### config.mk
export PLATFORM = sky130hd
export DESIGN_NAME = json_char_feeder
export DESIGN_NICKNAME = d
export VERILOG_FILES = /design/src/rtl/json_char_feeder.sv
export SDC_FILE = /design/constraint.sdc
export NUM_CORES = 1
export LEC_CHECK = 0
export CAP_MARGIN = 20
export CELL_PAD_IN_SITES_DETAIL_PLACEMENT = 0
export CELL_PAD_IN_SITES_GLOBAL_PLACEMENT = 2
export CORE_MARGIN = 2
export CORE_UTILIZATION = 49
export DETAILED_ROUTE_END_ITERATION = 7
export PLACE_DENSITY = 0.94
export SLEW_MARGIN = 20
export SYNTH_ARGS = -nofsm -noshare
export SYNTH_HDL_FRONTEND = slang
export SYNTH_SLANG_ARGS = --single-unit
### constraint.sdc
create_clock -name clk -period 10.2 [get_ports clk]
set_input_delay 2.04 -clock clk [delete_from_list [all_inputs] [get_ports clk]]
set_output_delay 2.04 -clock clk [all_outputs]
set_load 0.005 [all_outputs]
### src/rtl/json_char_feeder.sv
// json_char_feeder
//   Front end of the json key-value counter. Buffers a bursty valid/ready
//   byte stream in a small FIFO and drains it one byte per cycle onto the
//   counter's char input. 8'h00 is the counter's idle code, so it is driven
//   whenever nothing is being sent. Optionally drops JSON whitespace that
//   lies outside string literals, as tracked by a quote/escape FSM.
//
// Ports
//   clk        : clock, all state updates on posedge
//   reset      : synchronous active-high reset
//   in_char    : source byte
//   in_valid   : source byte present
//   in_ready   : a byte can be accepted this cycle (combinational)
//   strip_ws   : 1 = drop whitespace outside strings, sampled per accepted byte
//   out_en     : downstream enable, 0 stalls draining
//   char       : byte to the counter, 8'h00 when idle
//   char_valid : char holds a real byte this cycle
//   count      : FIFO occupancy, 0..DEPTH
//   in_string  : quote FSM is inside a string (or its escape)
//   overflow   : sticky, a byte was offered while full
module json_char_feeder #(
  parameter int DEPTH  = 16,
  parameter int ADDR_W = 4
) (
  input  logic              clk,
  input  logic              reset,
  input  logic [7:0]        in_char,
  input  logic              in_valid,
  output logic              in_ready,
  input  logic              strip_ws,
  input  logic              out_en,
  output logic [7:0]        char,
  output logic              char_valid,
  output logic [ADDR_W:0]   count,
  output logic              in_string,
  output logic              overflow
);

  typedef enum logic [1:0] {
    S_OUT    = 2'd0,
    S_IN_STR = 2'd1,
    S_IN_ESC = 2'd2
  } qstate_t;

  localparam logic [ADDR_W:0] FULL_CNT = (ADDR_W+1)'(DEPTH);

  qstate_t           state;
  qstate_t           state_nxt;
  logic [7:0]        mem [DEPTH];
  logic [ADDR_W-1:0] wr_ptr;
  logic [ADDR_W-1:0] rd_ptr;
  logic              accept;
  logic              store;
  logic              drain;

  function automatic logic is_ws(input logic [7:0] c);
    return (c == 8'h20) || (c == 8'h09) || (c == 8'h0A) || (c == 8'h0D);
  endfunction

  assign in_ready  = !reset && (count != FULL_CNT);
  assign accept    = in_valid && in_ready;
  // The filter looks at the FSM state before this byte, so an opening quote
  // is judged as "outside" and a closing quote as "inside".
  assign store     = accept && (in_char != 8'h00) &&
                     !(strip_ws && (state == S_OUT) && is_ws(in_char));
  assign drain     = out_en && (count != '0);
  assign in_string = (state != S_OUT);

  // Quote/escape FSM: advances on every accepted byte, stored or dropped
  always_comb begin
    state_nxt = state;
    if (accept) begin
      case (state)
        S_OUT:    if (in_char == 8'h22) state_nxt = S_IN_STR;
        S_IN_STR: begin
          if (in_char == 8'h5C)      state_nxt = S_IN_ESC;
          else if (in_char == 8'h22) state_nxt = S_OUT;
        end
        S_IN_ESC: state_nxt = S_IN_STR;
        default:  state_nxt = S_OUT;
      endcase
    end
  end

  always_ff @(posedge clk) begin
    if (reset) state <= S_OUT;
    else       state <= state_nxt;
  end

  // Input stage: FIFO storage (data only, not reset)
  always_ff @(posedge clk) begin
    if (store) mem[wr_ptr] <= in_char;
  end

  // FIFO control and registered output stage
  always_ff @(posedge clk) begin
    if (reset) begin
      wr_ptr     <= '0;
      rd_ptr     <= '0;
      count      <= '0;
      overflow   <= 1'b0;
      char       <= 8'h00;
      char_valid <= 1'b0;
    end else begin
      if (store) wr_ptr <= wr_ptr + 1'b1;
      if (drain) rd_ptr <= rd_ptr + 1'b1;
      case ({store, drain})
        2'b10:   count <= count + 1'b1;
        2'b01:   count <= count - 1'b1;
        default: count <= count;
      endcase
      if (in_valid && !in_ready) overflow <= 1'b1;
      if (drain) begin
        char       <= mem[rd_ptr];
        char_valid <= 1'b1;
      end else begin
        char       <= 8'h00;
        char_valid <= 1'b0;
      end
    end
  end

endmodule
==> metrics.csv <==
stage,metric,value,unit
run_status,status,finished clean,
synth,Seq cells post-synth,153,
cells_and_area,Fillers,942,
timing,Worst-Margin Slew,0.797,ns
synth,Yosys top cell area share,61.0,%
die,Die W,117,um
global_routing,vias in the first global route,3278,
timing,Max Fclk,180,MHz
worst_setup_path,critical path's top delay family,buffers and inverters,
synth,ys async rst share,0,%
worst_setup_path,first element of the critical path,reset,
drt,TritonRoute pass-1 iters,5,
drt,Total Routed Length,11700,um
worst_hold_path,HP Class,flop to flop,
placement,Place WS,4.30,ns
worst_setup_path,critical path depth in cells,3,
timing,final hold vios,0,
global_routing,Global Route met3 Usage,5.25,%
worst_setup_path,Critical Path End Type,output pin,
worst_setup_path,Crit path top cell by count,clkdlybuf4s50_1,
drt,WL per Instance,20.5,um
clock_network,maximum root-to-sink buffer count,2,
global_routing,first-pass GRT wire length,18400,um
synth,prevailing post-synth register cell,edfxtp_1,
timing,setup_tns,0,ns
die,die area,0.0138,sq mm
synth,"top cells by area, synth","edfxtp_1 (61%), mux4_2 (11%), dfxtp_1 (7.9%)",
synth,number of flops mapped to enable cells by yosys,128,
timing,minimum clock period,5.55,ns
placement,final weighted congestion in routability-driven placement,0.780,
drt,initial detailed-routing violation count,348,
job,max-cap violation count,0,
timing,final setup margin,4.65,ns
clock_network,Clock Latency Late Sink,0.42,ns
drt,vias,3274,
worst_setup_path,"Slowest-stage cell, CP",clkdlybuf4s50_1,
clock_network,CTS root buf,clkbuf_16,
synth,cell taking the most area after synthesis,edfxtp_1,
worst_setup_path,Worst path max stage delay,0.70,ns
die,Initial Util,50.1,%
worst_setup_path,worst setup path class,input pin to output pin,
synth,syn_area_per_cell,17.7,sq um
global_routing,grt met1 use,24.0,%
die,Die Span Y,117,um
synth,Mapped Area,0.00630,sq mm
placement,DP Area,0.00672,sq mm
synth,Syn Inst Count,357,
global_routing,largest net degree at the start of global routing,36,
worst_hold_path,Worst Hold Launch,overflow,
synth,synth unique cells,53,
global_routing,total global routing overflow,0,
worst_setup_path,Worst Path Arrival,3.51,ns
worst_setup_path,Setup crit start kind,input pin,
synth,Syn Nets,378,
die,Top Ports,30,
drt,antenna-violating nets left,0,
global_routing,GRT Util Overall,18.1,%
cells_and_area,Layout Cell Area excl Fill,0.00729,sq mm
timing,final setup vio count,0,
synth,post-synthesis sequential area ratio,68.9,%
worst_setup_path,worst r2r src,count[2],
clock_network,clock transition at the registers of the reported paths,0.06,ns
drt,Vias/cell,5.71,
cells_and_area,fin nets,409,
power_and_ir_drop,Max VDD drop,0.000108,V
timing,Slew headroom,46.8,%
cells_and_area,Ant. Diodes,0,
clock_network,cts bufs inserted,17,
clock_network,H-tree lvl count,4,
clock_network,Post-CTS Setup Inserts,0,
timing,final worst path period share,54.4,%
placement,I/O Buffers,29,
timing,"Slew Viols, Final",0,
power_and_ir_drop,Power per Cell Area,229,mW/mm^2
synth,synth cell count leaders,"edfxtp_1 (128), mux4_2 (32), dfxtp_1 (25), a211oi_1 (16), mux2i_1 (14)",
drt,DRC errors left,0,
global_routing,initial antenna violation count,0,
die,Core Rows,41,
worst_setup_path,"critical path fanouts, max",16,
worst_setup_path,Buffers & Inverters on Critical Path,2,
clock_network,CTS sink cnt,153,
timing,clk_skew,0.0114,ns
global_routing,met2 Resource Use GR,28.7,%
global_routing,GRT busiest layer,met2,
clock_network,hold buffers post-CTS,0,
timing,RSZ-0062 raised after global routing,false,
worst_setup_path,CP Cell Sequence,clkdlybuf4s50_1 -> a21oi_1 -> clkdlybuf4s50_1,
synth,Yosys Warn Count,0,
worst_setup_path,WP data required,8.16,ns
placement,dpl hpwl,7180,um
cells_and_area,share of cells above drive strength 1,21.2,%
power_and_ir_drop,Pleak,2.37,nW
worst_setup_path,cells on worst reg2reg path,11,
clock_network,CTS tree,yes,
clock_network,post_cts resized,0,
worst_hold_path,WHS Path Cells,2,
cells_and_area,Syn-to-layout area delta,15.6,%
die,Core Region,0.0126,sq mm
synth,"count leader, synth",edfxtp_1,
## stage by stage
| stage | power (W) | utilization [%] | std cells | hold WS [ns] |
|---|---|---|---|---|
| floorplan | 0.00101 | - | 357 | 0.461 |
| global placement | 0.00109 | 53.5 | 541 | 0.456 |
| detailed placement | 0.00110 | 53.5 | 541 | 0.469 |
| CTS | 0.00169 | 58.0 | 573 | 0.490 |
| global route | 0.00175 | 58.0 | 573 | 0.538 |
| finish | 0.00167 | 58.0 | 573 | 0.490 |
## cell families after synthesis
family	share of synthesized area (%)
DFF	68.9
and+or+nand+nor	7.37
muxes	14.0
AOI/OAI and AO/OA	5.06
buffers and inverters	2.20
adders and majority gates	1.59
xor gates and xnor gates	0.834
## registers in the layout, summed over array words and instances, names as in the netlist
signal and cells:
overflow 1, char_valid 1, state 2, count 5
rd_ptr 4, char 8, wr_ptr 4, mem 128
## power breakdown
group	switching (W)	internal (W)	leakage (nW)
Combinational	0.000170	0.000181	0.744
Sequential	0.0000233	0.000706	1.36
Clock	0.000247	0.000345	0.273
## cell usage in the layout, fill, tap and decap left out, types with 5 or more instances in the layout
cell type / instances
and2_1: 5
nor2b_1: 13
nand2_1: 6
clkbuf_16: 17
clkdlybuf4s50_1: 29
nor2_1: 11
edfxtp_1: 128
dfxtp_1: 24
mux2i_1: 14
inv_1: 8
and3_2: 5
xor2_1: 5
mux4_2: 32
a211oi_1: 16
and3_1: 7
ha_1: 8
## routing by layer
layer  vias up  routed length [um]
met5         -                   0
met4         0                 180
met3        12                 745
met2        97                5900
met1      1673                4910
li1       1492                   -
## worst register-to-register path: cells and delay by family, from the launching register on
kind	cells	cell delay, ns
AOI/OAI and AO/OA	4	0.64
buffers and inverters	1	0.16
adders and majority gates	2	0.53
and+or+nand+nor	2	0.87
DFF	1	0.54
muxes	1	0.35
xor gates and xnor gates	1	0.18
## worst paths after layout
kind                    to  slack [ns]
setup / recovery  in_ready        4.65
hold / removal    overflow        0.49
setup reg to reg  count[4]        6.83
hold reg to reg   overflow        0.49
## cell type report
| type | instances | area [sq um] | share of cell area, % |
|---|---|---|---|
| Multi-Input combinational cell | 176 | 1820 | 25.0 |
| Inverter | 8 | 30.0 | 0.412 |
| Sequential cell | 153 | 4350 | 59.6 |
| Timing Repair Buffer | 32 | 313 | 4.29 |
| Clock buffer | 20 | 447 | 6.13 |
| Tap cell | 172 | 215 | 2.95 |
| Clock inverter | 12 | 119 | 1.63 |
No activity file was read; power rests on OpenSTA's default activity.
